$ cat src/rtl/sys_defs.sv
// Shared definitions for the 4:2:0 chroma downsampler.
//   - Channel codes carried on ch_in / ch_out.
//   - Pixel block / quadrant container types, indexed [row][col][bit].
//   - quad_t: quadrant counter, doubles as the group FSM state.
package sys_defs;

    localparam int unsigned CH_W = 2;

    localparam logic [CH_W-1:0] CH_Y   = 2'd0;
    localparam logic [CH_W-1:0] CH_CB  = 2'd1;
    localparam logic [CH_W-1:0] CH_CR  = 2'd2;
    localparam logic [CH_W-1:0] CH_BAD = 2'd3;

    typedef logic [7:0][7:0][7:0] pix_block_t;
    typedef logic [3:0][3:0][7:0] pix_quad_t;

    // Quadrant about to be filled: TL, TR, BL, BR. Bit 1 = row half, bit 0 = col half.
    typedef enum logic [1:0] {
        Q0 = 2'd0,
        Q1 = 2'd1,
        Q2 = 2'd2,
        Q3 = 2'd3
    } quad_t;

    function automatic logic is_chroma(input logic [CH_W-1:0] ch);
        return (ch == CH_CB) || (ch == CH_CR);
    endfunction

endpackage

$ cat src/rtl/avg2x2_8to4.sv
// 2x2 box-filter decimator: 8x8 block in, 4x4 averaged quadrant out.
// Purely combinational.
//   i_block : 8x8 input block, [row][col]
//   o_quad  : 4x4 result, o_quad[r][c] = mean of i_block rows 2r..2r+1, cols 2c..2c+1
// ROUND = 1 adds 2 before the divide by 4 (round half up); 0 truncates.
module avg2x2_8to4
    import sys_defs::*;
#(
    parameter bit ROUND = 1'b1
) (
    input  pix_block_t i_block,
    output pix_quad_t  o_quad
);

    localparam logic [9:0] RndBias = ROUND ? 10'd2 : 10'd0;

    always_comb begin : avg
        logic [9:0] w_sum;
        w_sum  = '0;
        o_quad = '0;
        for (int r = 0; r < 4; r++) begin
            for (int c = 0; c < 4; c++) begin
                // Four 8-bit pixels plus bias never exceed 10 bits, so >>2 fits 8 bits.
                w_sum = {2'b00, i_block[2*r][2*c]}
                      + {2'b00, i_block[2*r][2*c+1]}
                      + {2'b00, i_block[2*r+1][2*c]}
                      + {2'b00, i_block[2*r+1][2*c+1]}
                      + RndBias;
                o_quad[r][c] = w_sum[9:2];
            end
        end
    end

endmodule

$ cat src/rtl/chroma_downsample_4to1.sv
// 4:4:4 -> 4:2:0 block converter.
// Y blocks pass straight through; every four consecutive Cb (or Cr) blocks,
// arriving TL, TR, BL, BR, are 2x2-averaged into one 8x8 chroma block.
// Ports:
//   clk, rst            : clock, synchronous active-high reset
//   valid_in, in_ready  : input handshake (transfer when both high)
//   ch_in, block_in     : channel (0=Y, 1=Cb, 2=Cr, 3=illegal) and 8x8 block
//   valid_out, out_ready: output handshake
//   ch_out, block_out   : registered output channel and block
//   err_out             : one-cycle pulse after an illegal channel or group mismatch
module chroma_downsample_4to1
    import sys_defs::*;
#(
    parameter bit ROUND = 1'b1
) (
    input  logic                   clk,
    input  logic                   rst,
    input  logic                   valid_in,
    input  logic [CH_W-1:0]        ch_in,
    input  logic [7:0][7:0][7:0]   block_in,
    output logic                   in_ready,
    output logic [7:0][7:0][7:0]   block_out,
    output logic [CH_W-1:0]        ch_out,
    output logic                   valid_out,
    input  logic                   out_ready,
    output logic                   err_out
);

    quad_t           r_quad,      w_quad_nxt;
    logic [CH_W-1:0] r_grp_ch,    w_grp_nxt;
    pix_block_t      r_acc,       w_acc_nxt;
    pix_block_t      r_block_out, w_blk_nxt;
    logic [CH_W-1:0] r_ch_out,    w_ch_nxt;
    logic            r_valid_out, w_valid_nxt;
    logic            r_err,       w_err_nxt;

    logic            w_xfer;
    logic            w_mismatch;
    logic            w_produce;
    quad_t           w_slot;
    pix_quad_t       w_avg;

    avg2x2_8to4 #(
        .ROUND (ROUND)
    ) u_avg (
        .i_block (block_in),
        .o_quad  (w_avg)
    );

    assign in_ready = !r_valid_out || out_ready;
    assign w_xfer   = valid_in && in_ready;

    // A chroma block of the other chroma channel mid-group restarts the group.
    assign w_mismatch = is_chroma(ch_in) && (r_quad != Q0) && (ch_in != r_grp_ch);
    assign w_slot     = w_mismatch ? Q0 : r_quad;

    always_comb begin
        w_quad_nxt = r_quad;
        w_grp_nxt  = r_grp_ch;
        w_acc_nxt  = r_acc;
        w_blk_nxt  = r_block_out;
        w_ch_nxt   = r_ch_out;
        w_produce  = 1'b0;
        w_err_nxt  = 1'b0;

        if (w_xfer) begin
            if (ch_in == CH_Y) begin
                w_produce = 1'b1;
                w_blk_nxt = block_in;
                w_ch_nxt  = CH_Y;
            end else if (is_chroma(ch_in)) begin
                w_err_nxt = w_mismatch;
                if (w_slot == Q0) begin
                    w_grp_nxt = ch_in;
                end
                for (int r = 0; r < 4; r++) begin
                    for (int c = 0; c < 4; c++) begin
                        w_acc_nxt[{w_slot[1], 2'(r)}][{w_slot[0], 2'(c)}] = w_avg[r][c];
                    end
                end
                unique case (w_slot)
                    Q0: w_quad_nxt = Q1;
                    Q1: w_quad_nxt = Q2;
                    Q2: w_quad_nxt = Q3;
                    Q3: begin
                        // BR quadrant is merged from block_in this cycle, not from r_acc.
                        w_quad_nxt = Q0;
                        w_produce  = 1'b1;
                        w_blk_nxt  = w_acc_nxt;
                        w_ch_nxt   = r_grp_ch;
                    end
                endcase
            end else begin
                // Illegal channel: accepted and dropped.
                w_err_nxt = 1'b1;
            end
        end

        w_valid_nxt = w_produce || (r_valid_out && !out_ready);
    end

    always_ff @(posedge clk) begin
        if (rst) begin
            r_quad      <= Q0;
            r_grp_ch    <= '0;
            r_acc       <= '0;
            r_block_out <= '0;
            r_ch_out    <= '0;
            r_valid_out <= 1'b0;
            r_err       <= 1'b0;
        end else begin
            r_quad      <= w_quad_nxt;
            r_grp_ch    <= w_grp_nxt;
            r_acc       <= w_acc_nxt;
            r_block_out <= w_blk_nxt;
            r_ch_out    <= w_ch_nxt;
            r_valid_out <= w_valid_nxt;
            r_err       <= w_err_nxt;
        end
    end

    assign block_out = r_block_out;
    assign ch_out    = r_ch_out;
    assign valid_out = r_valid_out;
    assign err_out   = r_err;

endmodule

$ cat config.mk
export PLATFORM = sky130hd
export DESIGN_NAME = chroma_downsample_4to1
export DESIGN_NICKNAME = d
export VERILOG_FILES = /design/src/rtl/sys_defs.sv /design/src/rtl/avg2x2_8to4.sv /design/src/rtl/chroma_downsample_4to1.sv
export SDC_FILE = /design/constraint.sdc
export NUM_CORES = 2
export LEC_CHECK = 0
export ABC_CLOCK_PERIOD_IN_PS = 7800
export CORE_ASPECT_RATIO = 0.5
export CORE_MARGIN = 10
export CORE_UTILIZATION = 46
export DETAILED_ROUTE_END_ITERATION = 6
export HOLD_SLACK_MARGIN = 0.02
export PLACE_DENSITY = 0.72
export SYNTH_ARGS = -nofsm -noshare
export SYNTH_HDL_FRONTEND = slang
export SYNTH_HIERARCHICAL = 1
export SYNTH_SLANG_ARGS = --single-unit
$ cat constraint.sdc
create_clock -name clk -period 7.8 [get_ports clk]
set_clock_uncertainty 0.1 [all_clocks]
set_input_delay 1.17 -clock clk [delete_from_list [all_inputs] [get_ports clk]]
set_output_delay 1.17 -clock clk [all_outputs]
set_load 0.05 [all_outputs]
==> Flow_metrics.wiki <==
{| class="wikitable"
! Metric !! Value
|-
| Power after layout || around 17 mW
|-
| Slowest stage cell on the critical path || sky130_fd_sc_hd__o21bai_1
|-
| Compound-Gate Fraction of Synth Area || around a fifth
|-
| Net count of the mapped netlist || about 6400
|-
| Pin count of the biggest net entering global routing || about 240
|-
| Number of I/O pins || between 1000 and 1500
|-
| Max Clock Freq || approximately 170 MHz
|-
| Hold buffer count at cts || 0
|-
| Transition at the pin with the smallest max-transition slack || 1.468 ns
|-
| Crit path launch type || primary input
|-
| Proportion of register bits with asynchronous set or reset after synthesis || 0%
|-
| Post-route ant nets || 0
|-
| Maximum fanout along the worst path || 5
|-
| Number of enable-type register cells in the synthesized netlist || 0
|-
| Area share of the leading cell type in the synthesized netlist || between 30% and 40%
|-
| Final wirelength || approximately 260000 um
|-
| CTS tree || done
|-
| Maxcap violations || 0
|-
| Site row count || 88
|-
| Largest family of logic cells by synthesized area || compound AO/OA/AOI/OAI gates
|-
| Global-route usage over all layers || ~37%
|-
| Min Tclk post-route || between 5 and 6 ns
|-
| Number of standard cells after synthesis || ~5500
|-
| Number of instances in the placed design || roughly 7700
|-
| Final cycle utilization of the critical path || between 70% and 80%
|-
| Final hold violation count || 0
|-
| Multiplexer share of the synthesized area || roughly 17%
|-
| Mean Syn Cell Area || a little under 10 um2
|-
| Portion of total power attributed to combinational logic || approximately 38%
|-
| Total Negative Setup Slacks || 0 ns
|-
| Internal power of the cells || roughly 10 mW
|-
| Post-CTS Setup Inserts || 0
|-
| Clock tree buffer depth || 3
|-
| Post-synthesis adder-cell area fraction || ~12%
|-
| Critical path, cell by cell || clkdlybuf4s50_1, ha_1, fa_1, a21o_1, a21oi_1, nor2b_1, o31ai_1, a21boi_0, fa_1, ha_1, o21ai_0, o21bai_1, a21oi_1, xnor2_1, mux2_2, a22oi_1, o2bb2ai_1
|-
| Type of the worst setup path || primary input to register
|-
| Floorplan core area || between 0.1 and 0.15 mm2
|-
| Input/output buffers || about 1000
|-
| Fraction of layout instances using a drive strength above 1 || between 10% and 20%
|-
| Routed vias/inst || 6.132
|-
| Final Instance Count excl. Fillers || 7917
|-
| Number of distinct library cells after synthesis || 60
|-
| Horizontal die dimension || roughly 500 um
|-
| Result of the run || completed
|-
| Post-synthesis instance area || ~0.054 mm2
|-
| Slew Limit Fails || 0
|-
| Via count of the first global-routing pass || ~47000
|-
| Clock network fraction of design power || between 30% and 40%
|-
| Gates resized, CTS repair || 0
|-
| Total CTS buffers || slightly above 90
|-
| Residual DRC || 0
|-
| DRT Pass-1 Iters || 7
|-
| Area added between synthesis and finish || 26.91%
|-
| Delay of the slowest cell on the worst path || around 0.8 ns
|-
| Reg clk slew, reported paths || 0.07 ns
|-
| Min-Delay Path Class || register to register
|-
| Xor and xnor fraction of the mapped netlist area || about 1.4%
|-
| Maximum vdd ir drop || approximately 0.00016 V
|-
| Clock latency on the worst-skew pair || 0.73 ns
|-
| Kind of end point of the critical path || register
|-
| # setup viols final || 0
|-
| Number of antenna violations at the first check in global routing || 44
|-
| Global placement routability congestion || between 0.9 and 1
|-
| Drt first-iter violations || 5564
|-
| Leakage || 28.04 nW
|-
| Setup repair after global routing missed its margin || no
|-
| Mean routed wirelength per cell || approximately 33 um
|-
| Placed Instance Area || roughly 0.065 mm2
|-
| Wire length of the first global-routing pass || roughly 350000 um
|-
| Die Y-Extent || 261.8 um
|-
| Number of storage elements in the synthesis netlist || around 950
|-
| DPL Wire Length || ~200000 um
|-
| Synth warnings || 6
|-
| Leading cell types by count after synthesis || sky130_fd_sc_hd__dfxtp_1 (954), sky130_fd_sc_hd__nand2_1 (655), sky130_fd_sc_hd__inv_1 (500)
|-
| Buffer type at the clock tree root || sky130_fd_sc_hd__clkbuf_16
|-
| CTS HTree Levels || 3
|-
| Synthesized-area fraction occupied by and/or/nand/nor cells || roughly 7.4%
|-
| Portion of the post-synthesis area used by sequential elements || a little over a third
|-
| Relative slew margins || under 10%
|-
| Cell taking the most area after synthesis || sky130_fd_sc_hd__dfxtp_1
|-
| Sequential share of power || between 30% and 40%
|-
| Final core utilization || 58.99%
|-
| Num Clock Sinks || roughly 950
|-
| Starting Density || between 40% and 50%
|-
| Leading post-synthesis cells by cell area || sky130_fd_sc_hd__dfxtp_1 (36%), sky130_fd_sc_hd__mux2_2 (9.1%), sky130_fd_sc_hd__fa_1 (8.3%)
|-
| PwrDens || around 240 mW/mm2
|-
| Final instance area || roughly 0.07 mm2
|-
| GRT overflow || 0
|-
| Endpoint required time on the critical path || 8.34 ns
|-
| Net switching power || about 6.6 mW
|-
| Leading cell type by number of instances after synthesis || sky130_fd_sc_hd__dfxtp_1
|-
| Switching part of the total || about two fifths
|-
| Area of the die || 0.1318 mm2
|-
| Critical path arrival || roughly 6.3 ns
|-
| Top FF cell, synth || sky130_fd_sc_hd__dfxtp_1
|-
| Number of nets at the end of the flow || between 7000 and 8000
|-
| Total number of vias || slightly below 50000
|-
| Register-to-Register Setup Slack || ~3.2 ns
|}
## metal layers
layer | track usage (%) | share of wire [%] | up-vias
met1 | 46.50 | 39 | 24360
met3 | 7.843 | 8.9 | 596
li1 | - | - | 20980
met2 | 58.76 | 46 | 2600
met5 | 0 | 0.018 | -
met4 | 21.22 | 6.5 | 8
## final cells by class
| cell class | instances | area [um2] |
|---|---|---|
| antenna | 32 | 80.08 |
| clock buffer | 126 | 2631 |
| clock inverter | 48 | 713.2 |
| fill | 9866 | 47460 |
| inverter | 502 | 1892 |
| multi-input combinational | 3573 | 30850 |
| sequential | 954 | 19100 |
| tap | 1575 | 1971 |
| timing repair buffer | 1107 | 11020 |
## state kept, by name, indices dropped and copies added, names as in the netlist
name	cells
err_out	1
r_quad	2
block_out	512
r_acc	434
r_grp_ch	2
ch_out	2
valid_out	1
## worst max-delay path, delay by kind of cell
family          cells  cell delay [ns]
simple gates        1             0.11
compound gates      9             2.44
xor+xnor            1             0.41
mux                 1             0.24
fa+ha+maj           4             1.48
buf+inv             1             0.42
## per-stage QoR
stage               hold WS, ns  setup slack [ns]
floorplan                0.3322             3.038
global placement         0.3401             1.453
detailed placement       0.3455             1.471
CTS                      0.3587             2.222
global route             0.3707             1.786
finish                   0.3585             2.039
## layout by cell type (no fill, tap or decap), types with 32 or more instances in the layout
cell type,netlist,final
sky130_fd_sc_hd__a211o_1,75,75
sky130_fd_sc_hd__a21o_1,35,35
sky130_fd_sc_hd__a21oi_1,114,114
sky130_fd_sc_hd__a22oi_1,434,434
sky130_fd_sc_hd__buf_4,21,64
sky130_fd_sc_hd__clkbuf_16,0,93
sky130_fd_sc_hd__clkdlybuf4s50_1,0,1033
sky130_fd_sc_hd__dfxtp_1,954,954
sky130_fd_sc_hd__diode_2,0,32
sky130_fd_sc_hd__fa_1,224,224
sky130_fd_sc_hd__ha_1,169,163
sky130_fd_sc_hd__inv_1,500,500
sky130_fd_sc_hd__mux2_2,434,434
sky130_fd_sc_hd__mux2i_1,436,436
sky130_fd_sc_hd__nand2_1,655,655
sky130_fd_sc_hd__nand3b_1,75,75
sky130_fd_sc_hd__nor2_1,81,81
sky130_fd_sc_hd__o21ai_0,34,34
sky130_fd_sc_hd__o2bb2ai_1,435,435
sky130_fd_sc_hd__o31ai_1,82,82
sky130_fd_sc_hd__xnor2_1,60,59
## power groups by stage
stage	clock, mW	sequential [mW]	combinational (mW)
global route	5.30	5.20	6.42
CTS	5.12	5.18	5.98
floorplan	0	5.53	3.00
global placement	0	5.28	5.84
detailed placement	0	5.29	5.93
finish	5.11	5.19	6.23
## path summary, 6_finish.rpt
check,from,endpoint,depth (start not counted)
max,block_in[176],block_out[350],17
min,r_acc[276],r_acc[276],2
max reg2reg,r_grp_ch[0],block_out[301],9
min reg2reg,r_acc[276],r_acc[276],2
## cells by family (layout without fill, tap and decap cells)
family,Yosys count,after routing
compound gates,1313,1313
flops,954,954
buf+inv,947,1783
simple gates,911,911
mux,870,870
fa+ha+maj,393,393
xor+xnor,86,86
other cells,0,32
(Power assumes the default switching activity.)
